--- config.mk ---
export PLATFORM = sky130hd
export DESIGN_NAME = i2c_reg_target
export DESIGN_NICKNAME = d
export VERILOG_FILES = /design/src/rtl/i2c_reg_target.sv
export SDC_FILE = /design/constraint.sdc
export NUM_CORES = 1
export LEC_CHECK = 0
export ABC_AREA = 1
export ABC_CLOCK_PERIOD_IN_PS = 1900
export CAP_MARGIN = 20
export CORE_MARGIN = 2
export CORE_UTILIZATION = 58
export CTS_BUF_LIST = sky130_fd_sc_hd__clkbuf_2 sky130_fd_sc_hd__clkbuf_4 sky130_fd_sc_hd__clkbuf_8
export CTS_CLUSTER_DIAMETER = 150
export DETAILED_ROUTE_END_ITERATION = 10
export PLACE_DENSITY = 0.94
export SLEW_MARGIN = 20
export SYNTH_ARGS = -nofsm -noshare
export SYNTH_HDL_FRONTEND = slang
export SYNTH_SLANG_ARGS = --single-unit
--- constraint.sdc ---
create_clock -name i_sysclk -period 1.9 [get_ports i_sysclk]
set_clock_uncertainty 0.05 [all_clocks]
set_input_delay 0.38 -clock i_sysclk [delete_from_list [all_inputs] [get_ports i_sysclk]]
set_output_delay 0.38 -clock i_sysclk [all_outputs]
set_load 0.005 [all_outputs]
--- src/rtl/i2c_reg_target.sv ---
// I2C register target: 7-bit ID match, 16-bit register pointer, write strobes
// and auto-incrementing reads served from an external register store.
module i2c_reg_target #(
   parameter logic [6:0] I2C_ID     = 7'h10,
   parameter int         FILTER_LEN = 3,
   parameter int         HOLD_CYC   = 4
) (
   input  logic        i_sysclk,
   input  logic        i_arst,
   input  logic        i_scl,
   input  logic        i_sda,
   output logic        o_sda_oe,
   output logic        o_wr_en,
   output logic [15:0] o_wr_addr,
   output logic [7:0]  o_wr_data,
   output logic        o_rd_req,
   output logic [15:0] o_rd_addr,
   input  logic [7:0]  i_rd_data,
   output logic        o_busy,
   output logic [2:0]  o_state
);

   localparam int FW = $clog2(FILTER_LEN + 1);
   localparam int HW = $clog2(HOLD_CYC + 1);

   typedef enum logic [2:0] {
      S_IDLE     = 3'd0,
      S_ADDR     = 3'd1,
      S_ADDR_ACK = 3'd2,
      S_RX       = 3'd3,
      S_RX_ACK   = 3'd4,
      S_TX       = 3'd5,
      S_TX_ACK   = 3'd6,
      S_IGNORE   = 3'd7
   } state_t;

   // bit 0 = SCL, bit 1 = SDA
   logic [1:0] line_in;
   logic [1:0] line_filt;
   logic [1:0] prev_reg;

   assign line_in = {i_sda, i_scl};

   generate
      for (genvar gi = 0; gi < 2; gi++) begin : g_cond
         logic          meta_reg;
         logic          sync_reg;
         logic          filt_reg;
         logic [FW-1:0] cnt_reg;

         // Synchronize the bus line, then accept a new level only after a full run of equal samples
         always_ff @(posedge i_sysclk) begin
            if (i_arst) begin
               meta_reg <= 1'b1;
               sync_reg <= 1'b1;
               filt_reg <= 1'b1;
               cnt_reg  <= '0;
            end else begin
               meta_reg <= line_in[gi];
               sync_reg <= meta_reg;
               if (sync_reg != filt_reg) begin
                  if (cnt_reg == FW'(FILTER_LEN - 1)) begin
                     filt_reg <= sync_reg;
                     cnt_reg  <= '0;
                  end else begin
                     cnt_reg <= cnt_reg + FW'(1);
                  end
               end else begin
                  cnt_reg <= '0;
               end
            end
         end

         assign line_filt[gi] = filt_reg;
      end
   endgenerate

   // Previous filtered levels for edge and START/STOP detection
   always_ff @(posedge i_sysclk) begin
      if (i_arst) prev_reg <= 2'b11;
      else        prev_reg <= line_filt;
   end

   logic scl_rise, scl_fall, start_det, stop_det, sda_bit;
   assign sda_bit   = line_filt[1];
   assign scl_rise  = line_filt[0] & ~prev_reg[0];
   assign scl_fall  = ~line_filt[0] & prev_reg[0];
   assign start_det = line_filt[0] & prev_reg[0] & prev_reg[1] & ~line_filt[1];
   assign stop_det  = line_filt[0] & prev_reg[0] & ~prev_reg[1] & line_filt[1];

   state_t        state_reg;
   logic [3:0]    bit_cnt_reg;
   logic [7:0]    shift_reg;
   logic [7:0]    tx_shift_reg;
   logic          rw_reg;
   logic          ack_phase_reg;
   logic [1:0]    byte_idx_reg;
   logic [15:0]   ptr_reg;
   logic          rd_wait_reg;
   logic [HW-1:0] hold_cnt_reg;
   logic          pend_oe_reg;
   logic          pend_tx_reg;
   logic          oe_reg;
   logic          wr_en_reg;
   logic [15:0]   wr_addr_reg;
   logic [7:0]    wr_data_reg;
   logic          rd_req_reg;
   logic [15:0]   rd_addr_reg;
   logic          busy_reg;

   logic [7:0] rx_byte;
   assign rx_byte = {shift_reg[6:0], sda_bit};

   // Protocol FSM; SDA changes are queued on SCL fall and applied after the hold delay
   always_ff @(posedge i_sysclk) begin
      if (i_arst) begin
         state_reg     <= S_IDLE;
         bit_cnt_reg   <= '0;
         shift_reg     <= '0;
         tx_shift_reg  <= '0;
         rw_reg        <= 1'b0;
         ack_phase_reg <= 1'b0;
         byte_idx_reg  <= '0;
         ptr_reg       <= '0;
         rd_wait_reg   <= 1'b0;
         hold_cnt_reg  <= '0;
         pend_oe_reg   <= 1'b0;
         pend_tx_reg   <= 1'b0;
         oe_reg        <= 1'b0;
         wr_en_reg     <= 1'b0;
         wr_addr_reg   <= '0;
         wr_data_reg   <= '0;
         rd_req_reg    <= 1'b0;
         rd_addr_reg   <= '0;
         busy_reg      <= 1'b0;
      end else begin
         wr_en_reg   <= 1'b0;
         rd_req_reg  <= 1'b0;
         rd_wait_reg <= rd_req_reg;

         // Read data arrives one cycle after the request
         if (rd_wait_reg) begin
            tx_shift_reg <= i_rd_data;
            ptr_reg      <= ptr_reg + 16'd1;
         end

         // Data bits are resolved at apply time so read data latched after the fall is used
         if (hold_cnt_reg != '0) begin
            hold_cnt_reg <= hold_cnt_reg - HW'(1);
            if (hold_cnt_reg == HW'(1))
               oe_reg <= pend_tx_reg ? ~tx_shift_reg[7] : pend_oe_reg;
         end

         if (stop_det) begin
            state_reg     <= S_IDLE;
            oe_reg        <= 1'b0;
            hold_cnt_reg  <= '0;
            busy_reg      <= 1'b0;
            bit_cnt_reg   <= '0;
            ack_phase_reg <= 1'b0;
         end else if (start_det) begin
            state_reg     <= S_ADDR;
            oe_reg        <= 1'b0;
            hold_cnt_reg  <= '0;
            busy_reg      <= 1'b1;
            bit_cnt_reg   <= '0;
            ack_phase_reg <= 1'b0;
            byte_idx_reg  <= '0;
         end else begin
            case (state_reg)
               S_ADDR: begin
                  if (scl_rise) begin
                     shift_reg   <= rx_byte;
                     bit_cnt_reg <= bit_cnt_reg + 4'd1;
                     if (bit_cnt_reg == 4'd7) begin
                        bit_cnt_reg <= '0;
                        rw_reg      <= sda_bit;
                        state_reg   <= (shift_reg[6:0] == I2C_ID) ? S_ADDR_ACK : S_IGNORE;
                     end
                  end
               end
               S_ADDR_ACK: begin
                  if (scl_fall) begin
                     hold_cnt_reg <= HW'(HOLD_CYC);
                     if (!ack_phase_reg) begin
                        ack_phase_reg <= 1'b1;
                        pend_oe_reg   <= 1'b1;
                        pend_tx_reg   <= 1'b0;
                     end else begin
                        ack_phase_reg <= 1'b0;
                        bit_cnt_reg   <= '0;
                        pend_oe_reg   <= 1'b0;
                        if (rw_reg) begin
                           state_reg   <= S_TX;
                           rd_req_reg  <= 1'b1;
                           rd_addr_reg <= ptr_reg;
                           pend_tx_reg <= 1'b1;
                        end else begin
                           state_reg    <= S_RX;
                           byte_idx_reg <= '0;
                           pend_tx_reg  <= 1'b0;
                        end
                     end
                  end
               end
               S_RX: begin
                  if (scl_rise) begin
                     shift_reg   <= rx_byte;
                     bit_cnt_reg <= bit_cnt_reg + 4'd1;
                     if (bit_cnt_reg == 4'd7) begin
                        bit_cnt_reg <= '0;
                        state_reg   <= S_RX_ACK;
                        if (byte_idx_reg != 2'd2) byte_idx_reg <= byte_idx_reg + 2'd1;
                        case (byte_idx_reg)
                           2'd0:    ptr_reg[15:8] <= rx_byte;
                           2'd1:    ptr_reg[7:0]  <= rx_byte;
                           default: begin
                              wr_en_reg   <= 1'b1;
                              wr_addr_reg <= ptr_reg;
                              wr_data_reg <= rx_byte;
                              ptr_reg     <= ptr_reg + 16'd1;
                           end
                        endcase
                     end
                  end
               end
               S_RX_ACK: begin
                  if (scl_fall) begin
                     hold_cnt_reg <= HW'(HOLD_CYC);
                     pend_tx_reg  <= 1'b0;
                     if (!ack_phase_reg) begin
                        ack_phase_reg <= 1'b1;
                        pend_oe_reg   <= 1'b1;
                     end else begin
                        ack_phase_reg <= 1'b0;
                        pend_oe_reg   <= 1'b0;
                        state_reg     <= S_RX;
                     end
                  end
               end
               S_TX: begin
                  if (scl_rise) begin
                     tx_shift_reg <= {tx_shift_reg[6:0], 1'b0};
                     bit_cnt_reg  <= bit_cnt_reg + 4'd1;
                  end else if (scl_fall) begin
                     hold_cnt_reg <= HW'(HOLD_CYC);
                     pend_oe_reg  <= 1'b0;
                     if (bit_cnt_reg == 4'd8) begin
                        bit_cnt_reg <= '0;
                        pend_tx_reg <= 1'b0;
                        state_reg   <= S_TX_ACK;
                     end else begin
                        pend_tx_reg <= 1'b1;
                     end
                  end
               end
               S_TX_ACK: begin
                  if (scl_rise) begin
                     if (!sda_bit) begin
                        state_reg   <= S_TX;
                        bit_cnt_reg <= '0;
                        rd_req_reg  <= 1'b1;
                        rd_addr_reg <= ptr_reg;
                     end else begin
                        state_reg <= S_IGNORE;
                     end
                  end
               end
               default: ;
            endcase
         end
      end
   end

   assign o_sda_oe  = oe_reg;
   assign o_wr_en   = wr_en_reg;
   assign o_wr_addr = wr_addr_reg;
   assign o_wr_data = wr_data_reg;
   assign o_rd_req  = rd_req_reg;
   assign o_rd_addr = rd_addr_reg;
   assign o_busy    = busy_reg;
   assign o_state   = state_reg;

endmodule

==> results.py <==
metrics = {
    "worst_hold_path": {
        "min_from": "g_cond[0].meta_reg",
        "hold_class": "register to register",
    },
    "clocking": {
        "clk_pin_slew_ps": 100,
        "numCtsBuffers": 9,
        "cts_max_level": 3,
        "clockBufferDepth": 2,
        "postCtsHoldBufs": 0,
        "cts_tree": "done",
        "cts_sinks": 104,
        "clkLatencyLatePin_ps": 380,
        "root_buffer": "clkbuf_8",
    },
    "finish": {
        "n_antenna_cell": 0,
        "fin_cells": 943,
        "syn2layout_area_growth_pct": 25.7,
        "drive_gt1_frac": 0.129,
        "stdcell_area_um2": 6460,
        "layout.nets": 856,
        "num-fill-cells": 636,
    },
    "power": {
        "powerDensity_nw_per_um2": 855,
        "peakVddDrop_v": 0.000523,
        "p_leak_nw": 2.64,
    },
    "timing": {
        "min_period_ps": 1900,
        "finalHoldViolCount": 0,
        "max_clock_freq_mhz": 526,
        "post-route-period-util": 1.00,
        "slew_headroom": 0.641,
        "fin_setup_tns_ps": -2.80,
        "worst_pin_slew_ps": 538,
        "finalWorstSetupSlack_ps": -2.80,
        "setup_viol": 1,
        "finalMaxSlewViolations": 0,
    },
    "worst_setup_path": {
        "crit_required_ps": 2120,
        "crit_path_end_kind": "register",
        "reg2reg_from": "g_cond[0].filt_reg",
        "arrival_ps": 2120,
        "cp-start-kind": "register",
        "worstSetupStartpoint": "g_cond[0].filt_reg",
        "crit_type": "register to register",
        "worst-path-max-fanout": 11,
    },
    "global_routing": {
        "antenna_found_initial": 0,
        "groute.usage.overall": 0.290,
        "grt_pass1_wl_mm": 23.2,
        "grt_pass1_vias": 5015,
        "grt_start_max_net_pins": 71,
        "grt-ovfl-total": 0,
    },
    "synthesis": {
        "synth_area_um2": 5140,
        "netlist_instances": 744,
        "ys.flop_type": "dfxtp_1",
        "yosys.area.top_type": "dfxtp_1",
        "synth_edf_count": 0,
        "synth_cell_type_count": 35,
        "yosysSeqAreaShare": 0.405,
        "syn_area_per_cell_um2": 6.91,
        "syn-num-nets": 770,
        "synth_seq_cells": 104,
        "synthTopCellsByArea": "dfxtp_1, nand2_1, a21oi_1",
        "netlist.area_leader.share": 0.405,
        "yosys-top-cells-count": "nand2_1, dfxtp_1, inv_1",
        "synth_most_common_cell": "nand2_1",
        "synthArstFlopShare": 0,
        "yosysWarningCount": 0,
    },
    "floorplanning": {
        "die_area_um2": 9630,
        "rows": 34,
        "core_um2": 8680,
        "floorplan.initialDensity": 0.592,
        "die_y_um": 98.2,
        "die_w_um": 98.2,
        "num_io_pins": 59,
    },
    "placed_design": {
        "placed_cells_incl_taps": 914,
        "placed_cell_area_um2": 6000,
        "dp_slack_ps": -32.5,
        "hpwl_mm": 9.77,
        "routabilityCongestion": 0.952,
        "numPortBuffers": 58,
    },
    "detailed_routing": {
        "wl_per_cell_um": 15.6,
        "totalWireLength_mm": 14.7,
        "dr_total_vias": 5452,
        "route.detailed.drc": 0,
        "dr.pass1.iters": 7,
        "viasPerCell": 5.78,
        "drtAntennaViolNets": 0,
        "drtIter0Drc": 553,
    },
    "outcome": {
        "status": "complete, but fails checks",
        "violations": "negative setup slack",
    },
    "run": {
        "drv_cap": 0,
    },
}
[routing by layer]
layer | global-route usage | share of wire | up-vias
met3 | 0.0480 | 0.086 | 47
met1 | 0.381 | 0.41 | 2493
met2 | 0.479 | 0.48 | 301
li1 | - | - | 2611
met4 | 0.115 | 0.028 | 0
met5 | 0 | 0 | -
[report_power, final]
part | leakage (nW) | internal (mW) | switching [mW]
clock | 0.0998 | 0.552 | 0.824
sequential | 0.844 | 2.38 | 0.138
combinational | 1.70 | 0.678 | 0.954
total | 2.64 | 3.61 | 1.92
[cells in the final DEF, fill, tap and decap left out, drive strengths merged]
| cell type | n |
|---|---|
| nand2 | 159 |
| dfxtp | 104 |
| inv | 93 |
| a21oi | 88 |
| o21ai | 84 |
| nor2 | 69 |
| nand3 | 60 |
| clkdlybuf4s50 | 58 |
| buf | 44 |
| ha | 14 |
| clkbuf | 14 |
| xor2 | 9 |
| nand4 | 8 |
| o22ai | 7 |
| or2 | 5 |
| o211ai | 5 |
| nor3 | 4 |
| a211oi | 2 |
| clkinv | 2 |
| nand3b | 1 |
| o21bai | 1 |
| o31ai | 1 |
| a31oi | 1 |
| a2111oi | 1 |
| xnor2 | 1 |
[repair_timing]
action                                  CTS  global route
pin swaps                                 1            10
buffers inserted                          0             9
endpoints found under the setup margin    5            63
resized for setup                         1            41
cloned                                    0             4
hold endpoints to repair                  0             0
[critical path, stage by stage (launching register included)]
cell     delay (ps)
dfxtp_4         390
ha_2            200
nand3_2         110
buf_4           200
nand3_1         150
o21ai_0         140
nor2_1          260
nand3_1         140
nand2_1          90
nor2_1           50
[layout make-up]
cell class	count	area (um2)	area share
clock buffers	11	145	0.0225
clock inverters	5	46.3	0.00716
inverters	90	338	0.0523
multi-input cells	520	2660	0.412
flip-flops and latches	104	2100	0.325
well taps	108	135	0.0209
repair buffers	105	1030	0.160
[worst paths after layout]
check	depth (start not counted)	slack [ps]	endpoint
worst max-delay path	9	-3	byte_idx_reg[0]
worst min register to register	1	360	g_cond[0].sync_reg
worst max register to register	9	-3	byte_idx_reg[0]
worst min-delay path	1	360	g_cond[0].sync_reg
[through the flow]
step | util | hold slack, ps | power [mW]
2_1_floorplan | - | 339 | 3.45
3_3_place_gp | 0.691 | 344 | 4.00
3_5_place_dp | 0.691 | 344 | 4.09
4_1_cts | 0.714 | 366 | 5.41
5_1_grt | 0.745 | 387 | 5.80
6_report | 0.745 | 361 | 5.52
[cell families (layout without fill, tap and decap cells)]
logic type	count (synthesis)	after routing	synth area share
compound gates	190	190	0.192
flops	104	104	0.405
buf+inv	120	211	0.0922
simple gates	306	306	0.260
xor+xnor	10	10	0.0170
fa+ha+maj	14	14	0.0341
(Power assumes the default switching activity.)
